<file path="src/rtl/i2c_share_arb.sv">
`default_nettype none
// ============================================================================
// i2c_share_arb : round-robin arbiter sharing one I2C master among NREQ users
// Rev 1.0
// ============================================================================
module i2c_share_arb #(
   parameter int          NREQ     = 3,
   parameter logic [15:0] START_TO = 16'd4095
) (
   input  logic                 clk_i,
   input  logic                 rst_n,
   input  logic [NREQ-1:0]      req_i,
   input  logic [32*NREQ-1:0]   wr_data_i,
   input  logic [8*NREQ-1:0]    wr_cnt_i,
   input  logic [8*NREQ-1:0]    rd_cnt_i,
   input  logic [NREQ-1:0]      mode_i,
   output logic [NREQ-1:0]      gnt_o,
   output logic [NREQ-1:0]      done_o,
   output logic [NREQ-1:0]      err_o,
   output logic [31:0]          rd_data_o,
   output logic [31:0]          iic_wr_data,
   output logic [7:0]           iic_wr_cnt,
   output logic [7:0]           iic_rd_cnt,
   output logic                 iic_mode,
   output logic                 iic_en,
   input  logic [31:0]          iic_rd_data,
   input  logic                 iic_busy
);

   localparam int IW = $clog2(NREQ);

   typedef enum logic [1:0] {
      IDLE  = 2'd0,
      START = 2'd1,
      RUN   = 2'd2,
      DONE  = 2'd3
   } state_t;

   state_t          state;
   logic [IW-1:0]   last_grant;
   logic [IW-1:0]   owner;
   logic [15:0]     to_cnt;

   logic [IW-1:0]   winner;
   logic            found;
   logic [IW:0]     idx;
   logic [31:0]     sel_wr_data;
   logic [7:0]      sel_wr_cnt;
   logic [7:0]      sel_rd_cnt;
   logic            sel_mode;

   // Search upward from the requester after last_grant, wrapping at NREQ.
   always_comb begin
      winner      = last_grant;
      found       = 1'b0;
      idx         = '0;
      sel_wr_data = '0;
      sel_wr_cnt  = '0;
      sel_rd_cnt  = '0;
      sel_mode    = 1'b0;
      for (int i = 1; i <= NREQ; i++) begin
         idx = {1'b0, last_grant} + (IW+1)'(i);
         if (idx >= (IW+1)'(NREQ)) begin
            idx = idx - (IW+1)'(NREQ);
         end
         if (!found && req_i[idx[IW-1:0]]) begin
            winner = idx[IW-1:0];
            found  = 1'b1;
         end
      end
      for (int k = 0; k < NREQ; k++) begin
         if (winner == IW'(k)) begin
            sel_wr_data = wr_data_i[32*k +: 32];
            sel_wr_cnt  = wr_cnt_i[8*k +: 8];
            sel_rd_cnt  = rd_cnt_i[8*k +: 8];
            sel_mode    = mode_i[k];
         end
      end
   end

   always_ff @(posedge clk_i) begin
      if (!rst_n) begin
         state       <= IDLE;
         gnt_o       <= '0;
         done_o      <= '0;
         err_o       <= '0;
         iic_en      <= 1'b0;
         rd_data_o   <= '0;
         iic_wr_data <= '0;
         iic_wr_cnt  <= '0;
         iic_rd_cnt  <= '0;
         iic_mode    <= 1'b0;
         last_grant  <= IW'(NREQ-1);
         owner       <= '0;
         to_cnt      <= '0;
      end else begin
         done_o <= '0;
         err_o  <= '0;
         case (state)
            IDLE: begin
               if (!iic_busy && found) begin
                  owner       <= winner;
                  gnt_o       <= {{(NREQ-1){1'b0}}, 1'b1} << winner;
                  iic_wr_data <= sel_wr_data;
                  iic_wr_cnt  <= sel_wr_cnt;
                  iic_rd_cnt  <= sel_rd_cnt;
                  iic_mode    <= sel_mode;
                  iic_en      <= 1'b1;
                  to_cnt      <= '0;
                  state       <= START;
               end
            end
            START: begin
               if (iic_busy) begin
                  iic_en <= 1'b0;
                  state  <= RUN;
               end else if (to_cnt == START_TO - 16'd1) begin
                  // master never acknowledged the strobe: give up on this owner
                  err_o      <= gnt_o;
                  gnt_o      <= '0;
                  iic_en     <= 1'b0;
                  last_grant <= owner;
                  state      <= IDLE;
               end else begin
                  to_cnt <= to_cnt + 16'd1;
               end
            end
            RUN: begin
               if (!iic_busy) begin
                  done_o    <= gnt_o;
                  rd_data_o <= iic_rd_data;
                  state     <= DONE;
               end
            end
            DONE: begin
               gnt_o      <= '0;
               last_grant <= owner;
               state      <= IDLE;
            end
            default: state <= IDLE;
         endcase
      end
   end

endmodule
`default_nettype wire

</file>
<file path="config.mk">
export PLATFORM = sky130hd
export DESIGN_NAME = i2c_share_arb
export DESIGN_NICKNAME = d
export VERILOG_FILES = /design/src/rtl/i2c_share_arb.sv
export SDC_FILE = /design/constraint.sdc
export NUM_CORES = 1
export LEC_CHECK = 0
export CORE_MARGIN = 2
export CORE_UTILIZATION = 47
export DETAILED_ROUTE_END_ITERATION = 8
export PLACE_DENSITY = 0.87
export REMOVE_ABC_BUFFERS = 1
export SETUP_SLACK_MARGIN = 0.05
export SYNTH_ARGS = -nofsm -noshare
export SYNTH_HDL_FRONTEND = slang
export SYNTH_SLANG_ARGS = --single-unit
</file>
<file path="constraint.sdc">
create_clock -name clk_i -period 7.1 [get_ports clk_i]
set_clock_uncertainty 0.2 [all_clocks]
set_input_delay 1.065 -clock clk_i [delete_from_list [all_inputs] [get_ports clk_i]]
set_output_delay 1.065 -clock clk_i [all_outputs]
set_load 0.1 [all_outputs]
</file>
==> summary by stage <==
Yosys
Of the total synthesized cell area, the portion taken by full adders, half adders and majority gates is 0.00949. The number of distinct library cells after synthesis is 52. Of all cell types, the one taking the most synthesized area is sky130_fd_sc_hd__dfxtp_1. Among all flip-flop cells after synthesis, the most frequent one is sky130_fd_sc_hd__dfxtp_1. Counting every instance in the synthesized netlist gives 853. In the post-synthesis netlist, the biggest area contributors are sky130_fd_sc_hd__dfxtp_1 (34%), sky130_fd_sc_hd__a21oi_1 (7.5%), sky130_fd_sc_hd__nand2_1 (7.3%). The total standard cell area after synthesis is 6590 sq um. The share of the synthesized area in compound gates (AO/OA/AOI/OAI) is 0.379. Counting flops and latches in the post-synthesis netlist gives 113. The portion of the post-synthesis area used by sequential elements is 0.343. The xor and xnor fraction of the mapped netlist area is 0.00532. The number of enable flip-flop cells after synthesis is 0. The most used standard cell by instance count after synthesis is sky130_fd_sc_hd__nand2_1. Ranked by instance count, the synthesized netlist is headed by sky130_fd_sc_hd__nand2_1 (128), sky130_fd_sc_hd__dfxtp_1 (113), sky130_fd_sc_hd__a21oi_1 (99).

The dominant combinational cell family by area after synthesis is compound AO/OA/AOI/OAI gates. The top-area cell type share of the netlist area is 0.343. The mean instance size in the synthesized netlist is 7.72 sq um. The number of warnings reported in the yosys synthesis log is 0. The multiplexer fraction of the synthesized cell area is 0.00665. The share of flip-flops with an asynchronous set or reset after synthesis is 0.

Of the total synthesized cell area, the portion taken by AND, OR, NAND and NOR gates is 0.163.

Pwr
The cell-internal power is 0.00150 W. Across the VDD grid, the largest voltage drop is 0.200 mV. The share of total power consumed by net switching is 0.340. The sequential cell fraction of total power is 0.309. The power per cell area is 228 nW/um^2. The static leakage is 3.52 nW. The combinational fraction of design power is 0.282. The share of total power in the clock network is 0.409.

The total net switching power is 0.000773 W.

Floorplanning
The die span in y is 122 um. The horizontal die dimension is 122 um. The starting density of the core is 0.478. The top-level I/O count is 276. The die area is 15000 sq um. The number of rows created at floorplan is 43.

The standard cell core area is 13800 sq um.

Global route
The number of antenna violations at the first check in global routing is 0. For this run the aggregate overflow at the end of global routing stands at 0. The number of global-route vias before repair came to 7651. For this run, the total global-route usage over all layers was measured as 0.321. The pin count of the biggest net entering global routing is 60. The first global-routing pass estimated 38500 um of wire.

Drt
Dividing the detail-routed wire length by the instance count gives 19.3 um. The first-iteration detailed-routing DRC count is 594. The routed layout has 7923 vias. Using the TritonRoute via totals, the vias-per-cell ratio works out to 6.30. The detail route stage leaves a number of antenna-violating nets equal to 0.

The first detailed-routing pass took 5 iterations. The final wirelength is 24300 um. In the routed design, unresolved DRC markers number 0.

Layout
The count of filler cells inserted in the layout is 1078. The core utilization of the finished layout is 0.723. The repair_antennas step left the layout with diodes totalling 0. Of the cells placed in the final design, the portion with a size suffix greater than 1 is 0.0594. The area used by sequential logic in the layout is 2260 sq um. The signed area change from the synthesized netlist to the final layout is 51.2%. After routing the design area is 9960 sq um. The final net count is 1255.

The multi-input gate area in the final layout is 3780 sq um. Excluding fillers, the count of instances in the completed layout stands at 1258.

Clocking
The clock transition at the registers of the reported paths is 0.05 ns. For the worst-skew pair, the clock arrives at the later sink with an insertion delay of 0.41 ns. The clock net in this run drives a total of 113 sinks. The H-tree depth is 4. The buffer cell driving the clock tree root is sky130_fd_sc_hd__clkbuf_16. The clock buffer count from CTS is 17.

The clock passes through at most 2 buffers. In this run, post-CTS hold repair placed 0 buffers. TritonCTS built the clock tree. The number of setup buffers added after CTS is 0. In this run, post-CTS repair resized a total of 0 instances.

Timing
On the final layout, the worst hold slack is 0.251 ns. The count of final max-slew check failures is 0. At the pin with the least slew margin, the transition time is 1.21 ns. Dividing the final minimum period by the clock period gives 0.698. For the finished layout, the period the worst path requires is 4.96 ns. The worst slew slack as a fraction of its limit is 0.185. In the final timing run, aggregate negative setup slack is 0 ns. The achievable clock frequency is 202 MHz. Setup repair after global routing left no endpoint under its margin. The number of endpoints with negative hold slack in the final report is 0.

The number of setup violations in the final report is 0.

Critical path
The critical path startpoint is last_grant[0]$_SDFFE_PN0P_. The critical path startpoint category is a register. The slowest stage cell on the critical path is sky130_fd_sc_hd__dfxtp_2. Traced cell by cell, the critical path runs through inv_1, ha_1, mux2i_2, o22a_2, o211ai_1, buf_4, o2111ai_1, o221ai_1. STA puts the critical path data required time at 7.16 ns. Data on the critical path arrives at its endpoint at 5.01 ns. The kind of critical path is reg2reg. The startpoint of the most critical register-to-register path is last_grant[0]$_SDFFE_PN0P_. The highest cell delay on the worst timing path is 1.03 ns.

The kind of capture point of the worst setup path is a register. The critical-path maximum fanout is 59.

Status
The run finished with clean final reports.

Worst hold path
The worst hold path belongs to the class reg2reg. The worst hold path begins at rd_data_o[4]$_SDFFE_PN0P_.

Placement
The count of port buffers added during placement is 275. After legalization and detailed placement, the total HPWL measured 15700 um. The routability congestion estimate from global placement is 0.913. Once placement finished, the instance area stood at 9320 sq um.

The number of placed instances, taps included is 1226.

Flow run
The total of max-cap violations is 0.
-- worst paths after layout --
path | endpoint | slack, ns | depth (start not counted)
setup reg to reg | iic_wr_data[20]$_SDFFE_PN0P_ | 2.14 | 8
hold / removal | rd_data_o[4]$_SDFFE_PN0P_ | 0.25 | 2
setup / recovery | iic_wr_data[20]$_SDFFE_PN0P_ | 2.14 | 8
hold reg to reg | rd_data_o[4]$_SDFFE_PN0P_ | 0.25 | 2
-- final cells by class --
cell class / count / area share
Multi-Input combinational cell: 590 / 0.379
Timing Repair Buffer: 287 / 0.285
Inverter: 56 / 0.0211
Tap cell: 180 / 0.0226
Clock buffer: 18 / 0.0431
Sequential cell: 113 / 0.227
Clock inverter: 14 / 0.0212
-- logic make-up after synthesis --
| group | Yosys count |
|---|---|
| XOR/XNOR | 4 |
| flip-flops | 113 |
| AO/OA/AOI/OAI | 334 |
| multiplexers | 4 |
| adder cells (fa/ha/maj) | 5 |
| AND/OR/NAND/NOR | 243 |
| buffers and inverters | 150 |
-- power by group through the flow --
stage	sequential [W]	combinational (W)	clock (W)
floorplan	0.000986	0.000121	0
global placement	0.000716	0.000632	0
detailed placement	0.000714	0.000636	0
CTS	0.000703	0.000639	0.000940
global route	0.000708	0.000668	0.000971
finish	0.000704	0.000642	0.000930
-- cell usage in the layout, fill, tap and decap left out, types with 2 or more instances in the layout --
master and n:
sky130_fd_sc_hd__xnor2_1 4, sky130_fd_sc_hd__nor2_1 57, sky130_fd_sc_hd__o41ai_4 2, sky130_fd_sc_hd__nand2_1 128
sky130_fd_sc_hd__and3_1 7, sky130_fd_sc_hd__nand3_1 7, sky130_fd_sc_hd__and4b_1 2, sky130_fd_sc_hd__o211ai_1 53
sky130_fd_sc_hd__dfxtp_1 112, sky130_fd_sc_hd__nor4_1 2, sky130_fd_sc_hd__o31ai_4 2, sky130_fd_sc_hd__clkdlybuf4s50_1 275
sky130_fd_sc_hd__o21ai_0 5, sky130_fd_sc_hd__clkinv_2 4, sky130_fd_sc_hd__nand2b_1 6, sky130_fd_sc_hd__o31ai_1 7
sky130_fd_sc_hd__or4_1 7, sky130_fd_sc_hd__inv_1 56, sky130_fd_sc_hd__a21oi_1 98, sky130_fd_sc_hd__mux2i_1 3
sky130_fd_sc_hd__ha_1 5, sky130_fd_sc_hd__nand3_2 2, sky130_fd_sc_hd__and2_1 5, sky130_fd_sc_hd__or3_1 5
sky130_fd_sc_hd__o21ai_1 3, sky130_fd_sc_hd__a31oi_1 2, sky130_fd_sc_hd__inv_6 2, sky130_fd_sc_hd__o2111ai_1 49
sky130_fd_sc_hd__nand4_1 5, sky130_fd_sc_hd__bufinv_16 5, sky130_fd_sc_hd__a2111oi_0 49, sky130_fd_sc_hd__or2_2 2
sky130_fd_sc_hd__o221ai_1 49, sky130_fd_sc_hd__clkinvlp_4 2, sky130_fd_sc_hd__buf_4 12, sky130_fd_sc_hd__clkbuf_16 17
-- metal layers --
metal | track usage | vias to the layer above | share of wire
met5 | 0 | - | 0
met1 | 0.384 | 3687 | 0.39
met2 | 0.539 | 509 | 0.47
met4 | 0.129 | 0 | 0.034
li1 | - | 3650 | -
met3 | 0.0962 | 77 | 0.10
-- registers in the layout, summed over array words and instances (netlist names), 2 cells and up, named ones only --
signal / count
rd_data_o: 32
iic_wr_data: 32
gnt_o: 3
err_o: 3
to_cnt: 16
last_grant: 2
iic_wr_cnt: 8
owner: 2
done_o: 3
iic_rd_cnt: 8
-- through the flow --
step / total power, W / setup WS (ns)
detailed placement: 0.00135 / 2.36
finish: 0.00228 / 2.14
global placement: 0.00135 / 2.49
CTS: 0.00228 / 2.31
floorplan: 0.00111 / 1.35
global route: 0.00235 / 1.80
-- critical path, delay by kind of cell, from the launching register on --
family	cells	cell delay, ns
fa+ha+maj	1	0.68
compound gates	4	1.82
mux	1	0.33
flops	1	1.03
buf+inv	2	0.68
Note: power is estimated with default switching activity, not from simulation.
